[src/rtl/seq_shifter_if.sv]
// Handshake and data bundle between the datapath controller (master) and seq_shifter (slave).
interface seq_shifter_if #(
  parameter int WIDTH = 16,
  parameter int AMT_W = 4
);
  logic             start;
  logic [WIDTH-1:0] in;
  logic [2:0]       mode;
  logic [AMT_W-1:0] amount;
  logic [WIDTH-1:0] sout;
  logic             carry;
  logic             busy;
  logic             done;

  modport master (
    output start, in, mode, amount,
    input  sout, carry, busy, done
  );

  modport slave (
    input  start, in, mode, amount,
    output sout, carry, busy, done
  );
endinterface

[src/rtl/seq_shifter.sv]
// Multi-cycle shifter/rotator: one bit position per clock, start/busy/done handshake,
// carry holds the last bit shifted out.
module seq_shifter #(
  parameter int WIDTH = 16,
  parameter int AMT_W = 4
) (
  input  logic          clk,
  input  logic          reset,
  seq_shifter_if.slave  bus
);
  typedef enum logic [1:0] {IDLE, SHIFT, DONE} state_t;

  localparam logic [2:0] MODE_LSL = 3'b001;
  localparam logic [2:0] MODE_LSR = 3'b010;
  localparam logic [2:0] MODE_ASR = 3'b011;
  localparam logic [2:0] MODE_ROR = 3'b100;
  localparam logic [AMT_W-1:0] ONE = {{(AMT_W-1){1'b0}}, 1'b1};

  state_t           state;
  logic [2:0]       mode_q;
  logic [AMT_W-1:0] count;
  logic [WIDTH-1:0] sout_q;
  logic             carry_q;
  logic             busy_q;
  logic             done_q;

  logic [WIDTH-1:0] step_val;
  logic             step_carry;
  logic             accept;
  logic             is_pass;

  // Single-bit step for the latched mode; pass/reserved never reach SHIFT.
  always_comb begin
    step_val   = sout_q;
    step_carry = carry_q;
    case (mode_q)
      MODE_LSL: begin
        step_val   = {sout_q[WIDTH-2:0], 1'b0};
        step_carry = sout_q[WIDTH-1];
      end
      MODE_LSR: begin
        step_val   = {1'b0, sout_q[WIDTH-1:1]};
        step_carry = sout_q[0];
      end
      MODE_ASR: begin
        step_val   = {sout_q[WIDTH-1], sout_q[WIDTH-1:1]};
        step_carry = sout_q[0];
      end
      MODE_ROR: begin
        step_val   = {sout_q[0], sout_q[WIDTH-1:1]};
        step_carry = sout_q[0];
      end
      default: begin
        step_val   = sout_q;
        step_carry = carry_q;
      end
    endcase
  end

  assign accept  = bus.start && (state != SHIFT);
  assign is_pass = (bus.amount == '0) ||
                   !(bus.mode inside {MODE_LSL, MODE_LSR, MODE_ASR, MODE_ROR});

  always_ff @(posedge clk or negedge reset) begin
    if (!reset) begin
      state   <= IDLE;
      mode_q  <= '0;
      count   <= '0;
      sout_q  <= '0;
      carry_q <= 1'b0;
      busy_q  <= 1'b0;
      done_q  <= 1'b0;
    end else begin
      case (state)
        IDLE, DONE: begin
          if (accept) begin
            sout_q <= bus.in;
            mode_q <= bus.mode;
            count  <= bus.amount;
            if (is_pass) begin
              state   <= DONE;
              carry_q <= 1'b0;
              busy_q  <= 1'b0;
              done_q  <= 1'b1;
            end else begin
              state  <= SHIFT;
              busy_q <= 1'b1;
              done_q <= 1'b0;
            end
          end else begin
            state  <= IDLE;
            busy_q <= 1'b0;
            done_q <= 1'b0;
          end
        end
        SHIFT: begin
          sout_q  <= step_val;
          carry_q <= step_carry;
          count   <= count - ONE;
          if (count == ONE) begin
            state  <= DONE;
            busy_q <= 1'b0;
            done_q <= 1'b1;
          end
        end
        default: begin
          state  <= IDLE;
          busy_q <= 1'b0;
          done_q <= 1'b0;
        end
      endcase
    end
  end

  assign bus.sout  = sout_q;
  assign bus.carry = carry_q;
  assign bus.busy  = busy_q;
  assign bus.done  = done_q;
endmodule

[src/flat_wrapper.sv]
// flat-port wrapper written by rule: the top's interface ports become plain ports
module seq_shifter_flat 
#(
  parameter int WIDTH = 16,
  parameter int AMT_W = 4
)
  (clk, reset, bus_start, bus_in, bus_mode, bus_amount, bus_sout, bus_carry, bus_busy, bus_done);
  seq_shifter_if #(.WIDTH(WIDTH), .AMT_W(AMT_W)) bus_i ();
  input  logic clk;
  input  logic reset;
  input wire logic [$bits(bus_i.start)-1:0] bus_start;
  input wire logic [$bits(bus_i.in)-1:0] bus_in;
  input wire logic [$bits(bus_i.mode)-1:0] bus_mode;
  input wire logic [$bits(bus_i.amount)-1:0] bus_amount;
  output wire logic [$bits(bus_i.sout)-1:0] bus_sout;
  output wire logic [$bits(bus_i.carry)-1:0] bus_carry;
  output wire logic [$bits(bus_i.busy)-1:0] bus_busy;
  output wire logic [$bits(bus_i.done)-1:0] bus_done;
  assign bus_i.start = bus_start;
  assign bus_i.in = bus_in;
  assign bus_i.mode = bus_mode;
  assign bus_i.amount = bus_amount;
  assign bus_sout = bus_i.sout;
  assign bus_carry = bus_i.carry;
  assign bus_busy = bus_i.busy;
  assign bus_done = bus_i.done;
  seq_shifter #(.WIDTH(WIDTH), .AMT_W(AMT_W)) u_core (.clk(clk), .reset(reset), .bus(bus_i));
endmodule
[config.mk]
export PLATFORM = sky130hd
export DESIGN_NAME = seq_shifter_flat
export DESIGN_NICKNAME = d
export VERILOG_FILES = /design/src/rtl/seq_shifter_if.sv /design/src/rtl/seq_shifter.sv /design/src/flat_wrapper.sv
export SDC_FILE = /design/constraint.sdc
export NUM_CORES = 1
export LEC_CHECK = 0
export CAP_MARGIN = 20
export CORE_ASPECT_RATIO = 1.5
export CORE_MARGIN = 1
export CORE_UTILIZATION = 35
export DETAILED_ROUTE_END_ITERATION = 16
export RECOVER_POWER = 25
export SLEW_MARGIN = 0
export SYNTH_ARGS = -nofsm -noshare
export SYNTH_HDL_FRONTEND = slang
export SYNTH_SLANG_ARGS = --single-unit
export TNS_END_PERCENT = 20
[constraint.sdc]
create_clock -name clk -period 4.1 [get_ports clk]
set_clock_uncertainty 0.15 [all_clocks]
set_input_delay 0.615 -clock clk [delete_from_list [all_inputs] [get_ports clk]]
set_output_delay 0.615 -clock clk [all_outputs]
set_load 0.02 [all_outputs]
==> results of run 1 <==
-- worst max-delay path: cells and delay by family --
family | cells | cell delay (ps)
simple gates | 1 | 130
compound gates | 3 | 760
buf+inv | 3 | 940
-- final cells by class --
class,count,area (µm²),area share (%)
clock buffers,3,41.3,1.91
clock inverters,1,5.00,0.232
inverters,4,15.0,0.696
multi-input cells,134,873,40.5
flip-flops and latches,27,676,31.3
well taps,64,80.1,3.71
repair buffers,48,467,21.6
-- metrics by stage --
stage	power [mW]	cells	hold slack, ps	util (%)
2_1_floorplan	1.28	179	169	-
3_3_place_gp	1.56	277	313	46.6
3_5_place_dp	1.58	277	323	46.6
4_1_cts	1.74	281	351	47.6
5_1_grt	1.86	281	371	47.5
6_report	1.71	281	348	47.5
-- logic make-up (layout without fill, tap and decap cells) --
family / after synthesis / count (layout) / share of synthesized area [%]
mux: 1 / 1 / 0.679
flops: 27 / 27 / 40.8
compound gates: 63 / 63 / 30.7
simple gates: 67 / 67 / 18.9
buf+inv: 18 / 56 / 6.94
xor+xnor: 1 / 1 / 0.528
fa+ha+maj: 2 / 2 / 1.51
-- synth_stat cells (3+ instances only) --
master    instances  share of area, %
clkbuf_1          3              0.68
o31ai_1           5               2.3
a21boi_2          9               6.1
buf_2             7               2.1
o31ai_2           9               6.8
inv_1             4              0.91
a31oi_1          16               6.0
nand2_1          29               6.6
dfrtp_1          27                41
a21oi_1           7               2.1
a21boi_0          4               1.8
nor2_1           20               4.5
or3_1             3               1.1
o21ai_0           4               1.2
nand2b_1          3               1.1
-- report_power, final --
group	switching [mW]	internal [mW]
sequential	0.153	0.397
combinational	0.553	0.457
clock	0.0859	0.0682
total	0.792	0.922
-- routing by layer --
metal / track usage (%) / vias to the layer above / share of wire (%)
met3: 1.94 / 6 / 3.3
met1: 20.4 / 676 / 46
li1: - / 712 / -
met5: 0 / - / 0
met4: 7.58 / 0 / 1.6
met2: 27.8 / 34 / 49
-- worst min path at each step --
stage / start / to / cells after the start
after global routing: u_core.bus.carry$_DFFE_PN0P_ / u_core.bus.carry$_DFFE_PN0P_ / 1
after detailed placement: u_core.bus.busy$_DFFE_PN0P_ / u_core.bus.busy$_DFFE_PN0P_ / 1
after global placement: u_core.bus.busy$_DFFE_PN0P_ / u_core.bus.busy$_DFFE_PN0P_ / 1
after floorplan: reset / u_core.bus.busy$_DFFE_PN0P_ / 0
after CTS: u_core.bus.busy$_DFFE_PN0P_ / u_core.bus.busy$_DFFE_PN0P_ / 1
final: u_core.bus.busy$_DFFE_PN0P_ / u_core.bus.busy$_DFFE_PN0P_ / 1
-- registers in the layout (all words and copies together) (netlist names) --
name / flops
u_core.count: 4
u_core.bus.busy: 1
u_core.state: 2
u_core.bus.sout: 16
u_core.mode_q: 3
u_core.bus.carry: 1
==> impl_metrics.env, run 1 <==
export IMPL_stdcell_area_um2=2160
export IMPL_power_density_nw_per_um2=795
export IMPL_hold_viol=0
export IMPL_final_common_cell="clkdlybuf4s50_1"
export IMPL_core_um2=4540
export IMPL_maxSlewHeadroom_pct=-1.20
export IMPL_drc=0
export IMPL_firstDrtPassIters=4
export IMPL_grt_use_total_pct=16.4
export IMPL_die_w_um=58.2
export IMPL_timing_final_crit_share_pct=58.6
export IMPL_rsz0062_at_grt="false"
export IMPL_antenna_found_initial=0
export IMPL_globalplace_congestion=0.736
export IMPL_dp_final_hpwl_um=2670
export IMPL_nNetsFinal=246
export IMPL_slowest_delay_ps=490
export IMPL_r2r_slack_ps=1860
export IMPL_final_cell_mix="clkdlybuf4s50_1, nand2_1, dfrtp_1, nor2_1, a31oi_1"
export IMPL_synth_avg_cell_area_um2=9.26
export IMPL_worstSetupPathType="primary input to register"
export IMPL_routed_wl_um=3830
export IMPL_drive_gt1_share_pct=12.4
export IMPL_rr_startpoint="u_core.mode_q[0]$_DFFE_PN0P_"
export IMPL_clock_path_buffers=2
export IMPL_cts_sinks=27
export IMPL_vdd_drop_max_mv=0.314
export IMPL_area_delta_synth_final_pct=30.1
export IMPL_syn_num_nets=207
export IMPL_p_leak_nw=0.881
export IMPL_r2r_end="u_core.bus.carry$_DFFE_PN0P_"
export IMPL_insertion_delay_ps=270
export IMPL_clk_pin_slew_ps=90
export IMPL_seq_area_frac_synth_pct=40.8
export IMPL_path_cells="clkdlybuf4s50_1, nor2b_1, buf_4, a31oi_2, buf_4, o21bai_1, o2bb2ai_1"
export IMPL_r2r_cells=5
export IMPL_pin_count=45
export IMPL_grt_pass1_vias=1383
export IMPL_synth_top_flop_cell="dfrtp_1"
export IMPL_synthArstFlopShare_pct=100
export IMPL_holdCritPathClass="register to register"
export IMPL_ys_warnings_count=0
export IMPL_die_area_um2=5020
export IMPL_cpMaxStageDelayCell="a31oi_2"
export IMPL_post_cts_setup_buffers=0
export IMPL_cp_max_fo=19
export IMPL_setup_ws_ps=1700
export IMPL_timing_fmax_mhz=417
export IMPL_cp_common_cell="buf_4"
export IMPL_rows=30
export IMPL_numPortBuffers=44
export IMPL_cts_resized_gates=0
export IMPL_synth_seq_cells=27
export IMPL_vias=1428
export IMPL_crit_start="bus_start"
export IMPL_numCtsBuffers=3
export IMPL_wl_per_cell_um=13.6
export IMPL_n_antenna_cell=0
export IMPL_ant_nets=0
export IMPL_tns_ps=0
export IMPL_critPathArrivalTime_ps=2450
export IMPL_grt_pass1_wl_um=6420
export IMPL_drv_cap=1
export IMPL_pre_cts_ws_ps=1390
export IMPL_cts_root_buf="clkbuf_8"
export IMPL_start_kind="primary input"
export IMPL_synthCells=179
export IMPL_end_kind="register"
export IMPL_die_y_um=86.3
export IMPL_vias_per_cell=5.08
export IMPL_place_area_um2=2110
export IMPL_initial_core_util_pct=36.5
export IMPL_cts_tree="built"
export IMPL_status="finished, violations left"
export IMPL_drt_iter0_drc=72
export IMPL_cts_hold_buf=0
export IMPL_period_minus_slack_ps=2400
export IMPL_tightest_slew_ps=1520
export IMPL_setup_viol=0
export IMPL_synth_cell_types=39
export IMPL_synth_edf_count=0
export IMPL_overflow=0
export IMPL_crit_end="u_core.bus.carry$_DFFE_PN0P_"
export IMPL_report_final_slew_viol_count=28
export IMPL_failed_checks="max-capacitance violations, max-slew violations"
export IMPL_crit_required_ps=4150
export IMPL_cts_htree_levels=1
export IMPL_fill_cells=454
export IMPL_netlist_area_um2=1660
export IMPL_grt_max_degree=28
Note: power is estimated with default switching activity, not from simulation.
==> inputs of run 2 (changes only) <==
==> constraint.sdc (replaced) <==
create_clock -name clk -period 2.5 [get_ports clk]
set_clock_uncertainty 0.15 [all_clocks]
set_input_delay 0.375 -clock clk [delete_from_list [all_inputs] [get_ports clk]]
set_output_delay 0.375 -clock clk [all_outputs]
set_load 0.02 [all_outputs]
==> run 2 against run 1 <==
Compared with the run above:
- setup slack worse by 1300 ps
- non-clock buffer count is 1 higher
- total power up 64%
- core utilization grew 0.14 points
- critical path depth fell by 3
- the flow now finishes without violations
- cell area is 0.29% higher
- clock-buffer cell count is 1 higher
- final cell count grew 0.36%
- global-route usage up 0.37 points
- combinational power up 65%
==> impl_metrics.env, run 2 (synthesis gave the netlist of run 1 again) <==
export IMPL_globalplace_congestion=0.745
export IMPL_die_w_um=58.2
export IMPL_cts_resized_gates=0
export IMPL_grt_max_degree=31
export IMPL_sw_frac_of_total_pct=45.9
export IMPL_worstSetupPathType="register to register"
export IMPL_min_path_cells=1
export IMPL_numCtsBuffers=3
export IMPL_initial_core_util_pct=36.5
export IMPL_report_final_slew_viol_count=0
export IMPL_r2r_slack_ps=420
export IMPL_rr_startpoint="u_core.mode_q[0]$_DFFE_PN0P_"
export IMPL_grt_use_total_pct=16.7
export IMPL_die_area_um2=5020
export IMPL_drc=0
export IMPL_dp_cells=278
export IMPL_timing_fmax_mhz=481
export IMPL_rsz0062_at_grt="false"
export IMPL_drive_gt1_share_pct=12.4
export IMPL_ant_nets=0
export IMPL_vdd_drop_max_mv=0.657
export IMPL_fin_cells=282
export IMPL_combinationalPowerShare_pct=59.2
export IMPL_cp_max_fo=17
export IMPL_core_um2=4540
export IMPL_grt_pass1_vias=1419
export IMPL_tns_ps=0
export IMPL_routed_wl_um=3800
export IMPL_pin_count=45
export IMPL_grt_pass1_wl_um=6520
export IMPL_p_seq_share_pct=31.9
export IMPL_p_leak_nw=0.883
export IMPL_nNetsFinal=247
export IMPL_cts_htree_levels=1
export IMPL_crit_required_ps=2510
export IMPL_insertion_delay_ps=270
export IMPL_critPathArrivalTime_ps=2090
export IMPL_setup_viol=0
export IMPL_vias=1438
export IMPL_overflow=0
export IMPL_wl_per_cell_um=13.5
export IMPL_maxSlewHeadroom_pct=0.429
export IMPL_die_y_um=86.3
export IMPL_tightest_slew_ps=1490
export IMPL_multi_input_area_um2=873
export IMPL_seq_area_um2=676
export IMPL_hold_viol=0
export IMPL_area_delta_synth_final_pct=30.5
export IMPL_final_cell_mix="clkdlybuf4s50_1, nand2_1, dfrtp_1, nor2_1, a31oi_1"
export IMPL_antenna_found_initial=0
export IMPL_timing_final_crit_share_pct=83.1
export IMPL_clkPwrFrac_pct=8.9
export IMPL_largest_register_ffs=16
export IMPL_drt_iter0_drc=33
export IMPL_cts_hold_buf=0
export IMPL_firstDrtPassIters=4
export IMPL_period_minus_slack_ps=2080
export IMPL_min_from="u_core.bus.busy$_DFFE_PN0P_"
export IMPL_r2r_cells=4
export IMPL_numPortBuffers=44
export IMPL_p_int_mw=1.53
export IMPL_end_kind="register"
export IMPL_start_kind="register"
export IMPL_post_cts_setup_buffers=0
export IMPL_rows=30
export IMPL_power_density_nw_per_um2=1300
export IMPL_clk_pin_slew_ps=90
export IMPL_whs_endpoint="u_core.bus.busy$_DFFE_PN0P_"
export IMPL_clock_path_buffers=2
export IMPL_status="finished clean"
export IMPL_cts_sinks=27
export IMPL_vias_per_cell=5.10
export IMPL_dp_final_hpwl_um=2790
export IMPL_n_antenna_cell=0
export IMPL_drv_cap=0
export IMPL_final_common_cell="clkdlybuf4s50_1"
export IMPL_holdCritPathClass="register to register"
export IMPL_fill_cells=439
export IMPL_power_switching_mw=1.29
export IMPL_r2r_end="u_core.bus.sout[15]$_DFFE_PN0P_"
export IMPL_cts_tree="built"
export IMPL_cts_root_buf="clkbuf_8"
==> run 2: worst max path at each step <==
stage / start / endpoint / slack [ps] / cells after the start
after floorplan: u_core.mode_q[0]$_DFFE_PN0P_ / u_core.bus.sout[10]$_DFFE_PN0P_ / 780 / 6
after global placement: u_core.mode_q[2]$_DFFE_PN0P_ / u_core.bus.sout[15]$_DFFE_PN0P_ / 440 / 4
after detailed placement: u_core.mode_q[0]$_DFFE_PN0P_ / u_core.bus.sout[15]$_DFFE_PN0P_ / 430 / 4
after CTS: u_core.mode_q[2]$_DFFE_PN0P_ / u_core.bus.sout[15]$_DFFE_PN0P_ / 410 / 4
after global routing: reset / u_core.bus.sout[11]$_DFFE_PN0P_ / 190 / 2
final: u_core.mode_q[0]$_DFFE_PN0P_ / u_core.bus.sout[15]$_DFFE_PN0P_ / 420 / 4
==> run 2: power groups by stage <==
stage | sequential [mW] | combinational (mW) | clock (mW)
2_1_floorplan | 1.02 | 1.08 | 0
3_3_place_gp | 0.909 | 1.67 | 0
3_5_place_dp | 0.909 | 1.70 | 0
4_1_cts | 0.901 | 1.70 | 0.261
5_1_grt | 0.938 | 1.84 | 0.279
6_report | 0.900 | 1.67 | 0.252
==> run 2: cell type report <==
class | count | area share, %
clock buffer | 4 | 2.08
tap | 64 | 3.70
multi-input combinational | 134 | 40.4
timing repair buffer | 49 | 21.9
inverter | 4 | 0.694
sequential | 27 | 31.2
==> run 2: per-stage QoR <==
step | setup WS (ps) | instance area, µm² | hold slack, ps | total power, mW | util (%)
after floorplan | 785 | 1660 | -70.6 | 2.11 | -
final | 422 | 2160 | 345 | 2.82 | 47.6
after global placement | 441 | 2120 | 328 | 2.58 | 46.7
after detailed placement | 428 | 2120 | 321 | 2.60 | 46.7
after global routing | 186 | 2160 | 357 | 3.06 | 47.6
after CTS | 406 | 2170 | 337 | 2.86 | 47.7
==> run 2: per-layer routing <==
| metal | vias up | global-route usage [%] | part of all wire (%) |
|---|---|---|---|
| li1 | 717 | - | - |
| met1 | 684 | 20.3 | 43 |
| met2 | 33 | 29.9 | 53 |
| met3 | 4 | 2.39 | 3.1 |
| met4 | 0 | 5.41 | 1.2 |
| met5 | - | 0 | 0 |
==> run 2: worst max-delay path, stage by stage, from the launching register on <==
cell and delay (ps):
dfrtp_1 450, or3b_1 690, nand2_8 260, o221ai_1 120
mux2_1 300
